--- src/rtl/mac_sequencer.sv ---
`default_nettype none
// +----------------------------------------------------------------------------+
// | Module      : mac_sequencer                                                |
// | Description : Control stage in front of a registered MAC datapath. Takes   |
// |               a dot-product job (bias, length) and feeds the MAC its       |
// |               enable, bias-load select, bias and operand pairs taken from  |
// |               a valid/ready source. The final accumulator value is         |
// |               returned on a valid/ready result port.                       |
// | Optional    : `define MAC_SEQ_ABORT_EN adds an ABORT input that cancels a  |
// |               job in LOAD, ACCUM or DRAIN and returns no result.           |
// | Ports       : CLKEXT, RST_CTRL (sync, active-high)                         |
// |               START/LEN/BIAS       job request, sampled only in IDLE       |
// |               OP_VALID/OP_READY/OP_A/OP_B   operand stream                 |
// |               EN_MAC/RST_MAC/BIAS_MAC/A_MAC/B_MAC   MAC controls           |
// |               MAC_Y                registered MAC accumulator              |
// |               RES_VALID/RES_READY/RES_DATA   result port                   |
// |               BUSY                 high in every state except IDLE         |
// | Revision    : 1.0  initial release                                         |
// +----------------------------------------------------------------------------+
module mac_sequencer #(
    parameter int LEN_W = 8
) (
    input  logic               CLKEXT,
    input  logic               RST_CTRL,
`ifdef MAC_SEQ_ABORT_EN
    input  logic               ABORT,
`endif
    input  logic               START,
    input  logic [LEN_W-1:0]   LEN,
    input  logic [7:0]         BIAS,
    input  logic               OP_VALID,
    input  logic [7:0]         OP_A,
    input  logic [7:0]         OP_B,
    output logic               OP_READY,
    output logic               EN_MAC,
    output logic               RST_MAC,
    output logic [7:0]         BIAS_MAC,
    output logic [7:0]         A_MAC,
    output logic [7:0]         B_MAC,
    input  logic [15:0]        MAC_Y,
    output logic               RES_VALID,
    output logic [15:0]        RES_DATA,
    input  logic               RES_READY,
    output logic               BUSY
);

    localparam logic [2:0] c_S_IDLE   = 3'd0;
    localparam logic [2:0] c_S_LOAD   = 3'd1;
    localparam logic [2:0] c_S_ACCUM  = 3'd2;
    localparam logic [2:0] c_S_DRAIN  = 3'd3;
    localparam logic [2:0] c_S_OUTPUT = 3'd4;

    localparam logic [LEN_W-1:0] c_CNT_ONE  = LEN_W'(1);
    localparam logic [LEN_W-1:0] c_CNT_ZERO = '0;

    logic [2:0]       r_state;
    logic [2:0]       w_next;
    logic [LEN_W-1:0] r_cnt;
    logic [7:0]       r_bias;
    logic [15:0]      r_res;
    logic             w_abort;
    logic             w_accept;

    // Abort only matters while a job is in flight towards the MAC; once the
    // result is sitting in OUTPUT it must be delivered.
`ifdef MAC_SEQ_ABORT_EN
    assign w_abort = ABORT && ((r_state == c_S_LOAD) || (r_state == c_S_ACCUM) ||
                               (r_state == c_S_DRAIN));
`else
    assign w_abort = 1'b0;
`endif

    // Abort wins over a same-cycle operand handshake, so ready is withdrawn
    // as well, keeping the source from believing its pair was consumed.
    assign OP_READY = (r_state == c_S_ACCUM) && !w_abort;
    assign w_accept = OP_READY && OP_VALID;

    assign EN_MAC    = ((r_state == c_S_LOAD) && !w_abort) || w_accept;
    assign RST_MAC   = (r_state == c_S_LOAD);
    assign BIAS_MAC  = r_bias;
    assign A_MAC     = OP_A;
    assign B_MAC     = OP_B;
    assign RES_VALID = (r_state == c_S_OUTPUT);
    assign RES_DATA  = r_res;
    assign BUSY      = (r_state != c_S_IDLE);

    always_comb begin
        w_next = r_state;
        case (r_state)
            c_S_IDLE:   if (START) w_next = c_S_LOAD;
            c_S_LOAD:   w_next = (r_cnt != c_CNT_ZERO) ? c_S_ACCUM : c_S_DRAIN;
            c_S_ACCUM:  if (w_accept && (r_cnt == c_CNT_ONE)) w_next = c_S_DRAIN;
            c_S_DRAIN:  w_next = c_S_OUTPUT;
            c_S_OUTPUT: if (RES_READY) w_next = c_S_IDLE;
            default:    w_next = c_S_IDLE;
        endcase
        if (w_abort) begin
            w_next = c_S_IDLE;
        end
    end

    always_ff @(posedge CLKEXT) begin
        if (RST_CTRL) begin
            r_state <= c_S_IDLE;
            r_cnt   <= '0;
            r_bias  <= '0;
            r_res   <= '0;
        end else begin
            r_state <= w_next;
            if ((r_state == c_S_IDLE) && START) begin
                r_cnt  <= LEN;
                r_bias <= BIAS;
            end else if (w_accept) begin
                // Job ends at count==1, so this never wraps below zero.
                r_cnt <= r_cnt - c_CNT_ONE;
            end
            // MAC_Y is registered in the MAC, so the last accepted pair is
            // visible one cycle later, which is exactly the DRAIN cycle.
            if ((r_state == c_S_DRAIN) && !w_abort) begin
                r_res <= MAC_Y;
            end
        end
    end

endmodule
`default_nettype wire

--- config.mk ---
export PLATFORM = sky130hd
export DESIGN_NAME = mac_sequencer
export DESIGN_NICKNAME = d
export VERILOG_FILES = /design/src/rtl/mac_sequencer.sv
export SDC_FILE = /design/constraint.sdc
export NUM_CORES = 1
export LEC_CHECK = 0
export BUFFER_PORTS_ARGS = -buffer_cell sky130_fd_sc_hd__buf_4
export CAP_MARGIN = 20
export CORE_ASPECT_RATIO = 1.2
export CORE_UTILIZATION = 39
export DETAILED_ROUTE_END_ITERATION = 10
export GPL_TIMING_DRIVEN = 0
export HOLD_SLACK_MARGIN = 0.12
export PLACE_DENSITY_LB_ADDON = 0.3
export SETUP_SLACK_MARGIN = 0.5
export SLEW_MARGIN = 40
export SYNTH_ARGS = -nofsm -noshare
export SYNTH_HDL_FRONTEND = slang
export SYNTH_SLANG_ARGS = --single-unit
--- constraint.sdc ---
create_clock -name CLKEXT -period 1.35 [get_ports CLKEXT]
set_input_delay 0.0675 -clock CLKEXT [delete_from_list [all_inputs] [get_ports CLKEXT]]
set_output_delay 0.0675 -clock CLKEXT [all_outputs]
set_load 0.01 [all_outputs]
; ---- Word level (Yosys, flattened, before mapping)
; Index checks and enable logic that the tools add are counted.
[op_classes]
muxes = 7
add_sub_neg = 1
n_eq_ne = 8
n_reduce_logical = 9
[ops]
columns = op, count
row1 = 2-to-1 mux 8 bit, 2
row2 = case mux 3 bit (5 select lines), 1
row3 = 2-to-1 mux 3 bit, 3
row4 = "equality test 8 x 1 -> 1 bit, second input constant", 1
row5 = nonzero test 8 bit, 1
row6 = "subtractor 8 x 1 -> 8 bit, second input constant", 1
row7 = "equality test 3 x 2 -> 1 bit, second input constant", 2
row8 = "!= test 2 x 1 -> 1 bit, second input constant", 2
row9 = "equality test 3 x 1 -> 1 bit, second input constant", 1
row10 = "equality test 3 bit, second input constant", 1
row11 = logical AND 1 bit, 3
row12 = zero test 3 bit, 1
row13 = AND reduction 3 bit, 1
row14 = nonzero test 3 bit, 1
row15 = "!= test 2 bit, second input constant", 1
row16 = nonzero test 2 bit, 1
row17 = logical OR 1 bit, 1
row18 = 2-to-1 mux 1 bit, 1
[totals]
ff_bits = 35
word_cells = 29
out_inout_bits = 45
input_bits = 53

; ---- Longest topological paths before layout
[depth]
word_depth = 5
ltp_mapped = 7
ltp_nobuf = 5

; ---- Worst setup path before layout
; OpenSTA, ideal clock, no wires.
[synth_path]
path_kind = flip-flop to flip-flop
startpoint = register r_state[2]
endpoint = register r_cnt[4]
path_buffers = 1
arrival_time_ns = 1.318
period_less_slack_ns = 1.422
path_slack_ns = -0.072
path_stages_with_launch = 6
setup_time_ns = 0.103
required_ns = 1.247
path_cell_list = dfxtp_1 > buf_6 > nand4bb_4 > nor4b_4 > nor3_1 > a2111oi_2
[synth_via]
elab_chain_cells = 3
word_cells_on_any_way = 6
cone_classes = eq/ne (1) / mux (1) / reduce/logical (4)
[synth_rtl]
columns = item, line_no
row1 = from (decl), 56  ; logic [2:0] r_state;
row2 = from (signal assigned), 104  ; r_state <= c_S_IDLE;
row3 = from (signal assigned), 109  ; r_state <= w_next;
row4 = equality test 3 x 2 -> 1 bit or zero test 3 bit (tied branches), "75, 110"
row5 = "logical AND 1 bit, on equally long branches", "76, 110"
row6 = nonzero test 2 bit (no line) or 2-to-1 mux 8 bit (tied branches), n/a
row7 = to (signal assigned), 115  ; r_cnt <= r_cnt - c_CNT_ONE;
row8 = to (decl), 58  ; logic [LEN_W-1:0] r_cnt;
; Parallel ways exist; a longest one is shown, timed or not.
; A chain may end at the register's enable or synchronous reset.

; ---- Final worst setup path
[layout_path]
startpoint = register r_state[2]
endpoint = register r_res[6] (netlist: RES_DATA[6])
[layout_via]
elab_chain_cells = 1
[layout_rtl]
columns = item, line_no
row1 = equality test 3 x 2 -> 1 bit, 119  ; if ((r_state == c_S_DRAIN) && !w_abort) begin
row2 = to (signal assigned), 107  ; r_res <= '0;
row3 = to (signal assigned), 120  ; r_res <= MAC_Y;
row4 = to (decl), 60  ; logic [15:0] r_res;
; No other way between the ends.

==> summary.md <==
| Metric | Value |
|---|---|
| Status | `finished, violations left` |
| Failing checks | `negative setup slack` |
| Final Max Tran Viols | `0` |
| Core Area | `4000 sq um` |
| Synth Register Bits | `35` |
| Slowest stage delay, CP | `0.35 ns` |
| Via density | `about 5` |
| # diodes | `0` |
| CTS tree | `yes` |
| Post-synth top cells | `52 x nand2_1, 35 x dfxtp_1, 28 x a21oi_1, 19 x buf_4, 10 x nor2_1` |
| PwrDens | `1440 nW/um^2` |
| Max FO, Critical Path | `10` |
| Worst slew pin tran | `approximately 0.77 ns` |
| Synth Cell Area | `1660 sq um` |
| Rows | `25` |
| Leakage | `0.00149 uW` |
| Clk Latency, worst-skew pair | `0.30 ns` |
| Period utilisation layout | `117%` |
| WL final | `between 6000 and 7000 um` |
| RD Place Congestion | `between 0.8 and 0.9` |
| Worst vdd ir | `0.000881 V` |
| Final ANT Viol Nets | `0` |
| Clk slew on worst S/H paths | `0.08 ns` |
| Detailed-route DRC error count | `0` |
| Design Power | `4960 uW` |
| Maxcap violations | `0` |
| # IOs | `98` |
| Cell area after layout | `3440 sq um` |
| Initial core utilization | `41.5%` |
| Initial drt markers | `76` |
| Synth area leaders | `dfxtp_1 42%, nand2_1 12%, buf_4 8.6%` |
| Net Count, Synth | `257` |
| # clock sinks | `35` |
| F_max | `636 MHz` |
| CTS buffer count | `5` |
| Detailed placement HPWL | `2900 um` |
| Critical Path Slowest Stage Cell | `a21oi_1` |
| CP Data Required Time | `1.51 ns` |
| PnR worst setup slack | `-0.223 ns` |
| Hold crit path type | `primary input to flip-flop` |
| Setup Skew | `0.0127 ns` |
| Data arrival, critical path | `1.74 ns` |
| Count of port buffers added during placement | `80` |
| CP cell instances | `buf_6, nand2b_4, buf_6, nor2_4, buf_6, nand2_1, a21oi_1` |
| Most numerous cell in the Yosys netlist | `nand2_1` |
| Area grow syn2layout | `107%` |
| Relative slew margins | `between 40 and 50%` |
| Vias | `2048` |
| Largest net degree at the start of global routing | `12` |
| Non-Filler Instances | `411` |
| EDFF count, synth | `0` |
| Dominant synthesized flop cell | `dfxtp_1` |
| Die height | `73.5 um` |
| Endpoints failing setup | `34` |
| Root Driver | `clkbuf_8` |
| Multi-input logic area | `about 980 sq um` |
| Final worst path period need | `1.57 ns` |
| Die area | `4530 sq um` |
| Placed instance count | `approximately 340` |
| Yosys cell types | `34` |
| Synthesis Warnings | `0` |
| Die outline width | `a little over 60 um` |
| CP endpoint kind | `flip-flop` |
| Reg2Reg Depth | `7` |
| CP Launch Type | `flip-flop` |
| Seq. cell area | `729 sq um` |
| CTS Buffer Depth | `2` |
| Fin nets | `between 400 and 500` |
| Global route total overflow | `0` |
| DP Area | `~2400 sq um` |
| Kind of critical path | `flip-flop to flip-flop` |
| Crit-path most repeated cell | `buf_6` |
| Async SR Flop Fraction | `0%` |
| Drt first pass iters | `4` |
| Avg WL per Cell | `16.7 um` |
| Final Hold Vio Count | `0` |
| Biggest area consumer among synthesized cells | `dfxtp_1` |
| H-tree depth | `2` |
| # fillers | `202` |
| Sequential element share of the synthesized area | `42.2%` |
| GRT Util Overall | `between 20% and 30%` |
| Mean post-synth cell area | `8.27 sq um` |
| Unrepaired setup endpoints after global routing | `yes` |
| First-pass GRT wire length | `roughly 8000 um` |
| Mapped Cells | `201` |
| Vias in the first global route | `between 1500 and 2000` |
| Hold path cells | `3` |
| Initial antenna violation count | `0` |
| Layout cells sized above 1 | `62.7%` |
| Yosys top cell area share | `42.2%` |
registers in the layout (all words and copies together) (netlist names):
| register | cells |
|---|---|
| RES_DATA | 16 |
| r_state | 3 |
| BIAS_MAC | 8 |
| r_cnt | 8 |
metrics by stage:
step / setup slack (ns) / util (%) / hold slack (ns) / TNS, ns
2_1_floorplan: 0.0255 / - / 0.203 / 0
3_3_place_gp: -0.0221 / 59.7 / 0.312 / -0.0450
3_5_place_dp: -0.111 / 59.7 / 0.312 / -0.229
4_1_cts: -0.103 / 78.8 / 0.142 / -0.911
5_1_grt: -0.312 / 85.9 / 0.133 / -4.16
6_report: -0.223 / 85.9 / 0.158 / -2.28
where the power goes:
part	switching, uW	internal (uW)
registers	192	1250
logic	1200	1440
clock network	403	465
placed cells by master (no fill, tap or decap), types with 7 or more instances in the layout:
master,synthesis,final
clkbuf_8,0,7
dfxtp_2,0,23
a21oi_1,28,14
buf_4,19,113
nand2_2,0,7
nand2_1,52,35
a21oi_2,0,14
dfxtp_1,35,12
buf_6,1,22
nor2_1,10,7
dlygate4sd3_1,0,32
nand2_4,0,10
area by class of cell:
class                   count  share of cell area, %
plain buffers              30                   7.21
clock buffers               7                   2.80
clock inverters             1                  0.218
inverters                   3                  0.328
multi-input cells         133                   28.6
flip-flops and latches     35                   21.2
well taps                  54                   1.97
repair buffers            148                   37.7
worst paths after layout:
check                                              start                  endpoint  slack, ns
worst max register to register   r_state[2]$_SDFFE_PP0P_  RES_DATA[6]$_SDFFE_PP0P_      -0.22
worst min-delay path                               START   r_state[0]$_SDFFE_PP0P_       0.16
worst max-delay path             r_state[2]$_SDFFE_PP0P_  RES_DATA[6]$_SDFFE_PP0P_      -0.22
worst min register to register  BIAS_MAC[2]$_SDFFE_PP0P_  BIAS_MAC[2]$_SDFFE_PP0P_       0.45
layer usage:
layer / vias up / part of all wire (%) / GRT usage [%]
met5: - / 0 / 0
met2: 103 / 53 / 48.5
met4: 0 / 4.5 / 11.1
li1: 962 / - / -
met1: 952 / 34 / 22.5
met3: 31 / 7.8 / 7.57
kinds of logic after synthesis:
family	synth area share, %
and+or+nand+nor	27.0
AOI/OAI and AO/OA	13.4
DFF	42.2
buffers and inverters	12.5
xor gates and xnor gates	2.64
adders and majority gates	2.26
repair_timing:
action | CTS | global route
pin swaps | 27 | 15
hold buffers | 32 | 0
hold endpoints to repair | 32 | 0
endpoints found under the setup margin | 39 | 60
setup buffers | 19 | 15
gates resized for setup | 46 | 55
cloned | 1 | 1
critical path, delay by kind of cell, from the launching register on:
family | cells | cell delay, ns
AND/OR/NAND/NOR | 3 | 0.34
buffers and inverters | 3 | 0.42
flip-flops | 1 | 0.32
AO/OA/AOI/OAI | 1 | 0.35
Power figures use the tool's default switching activity.
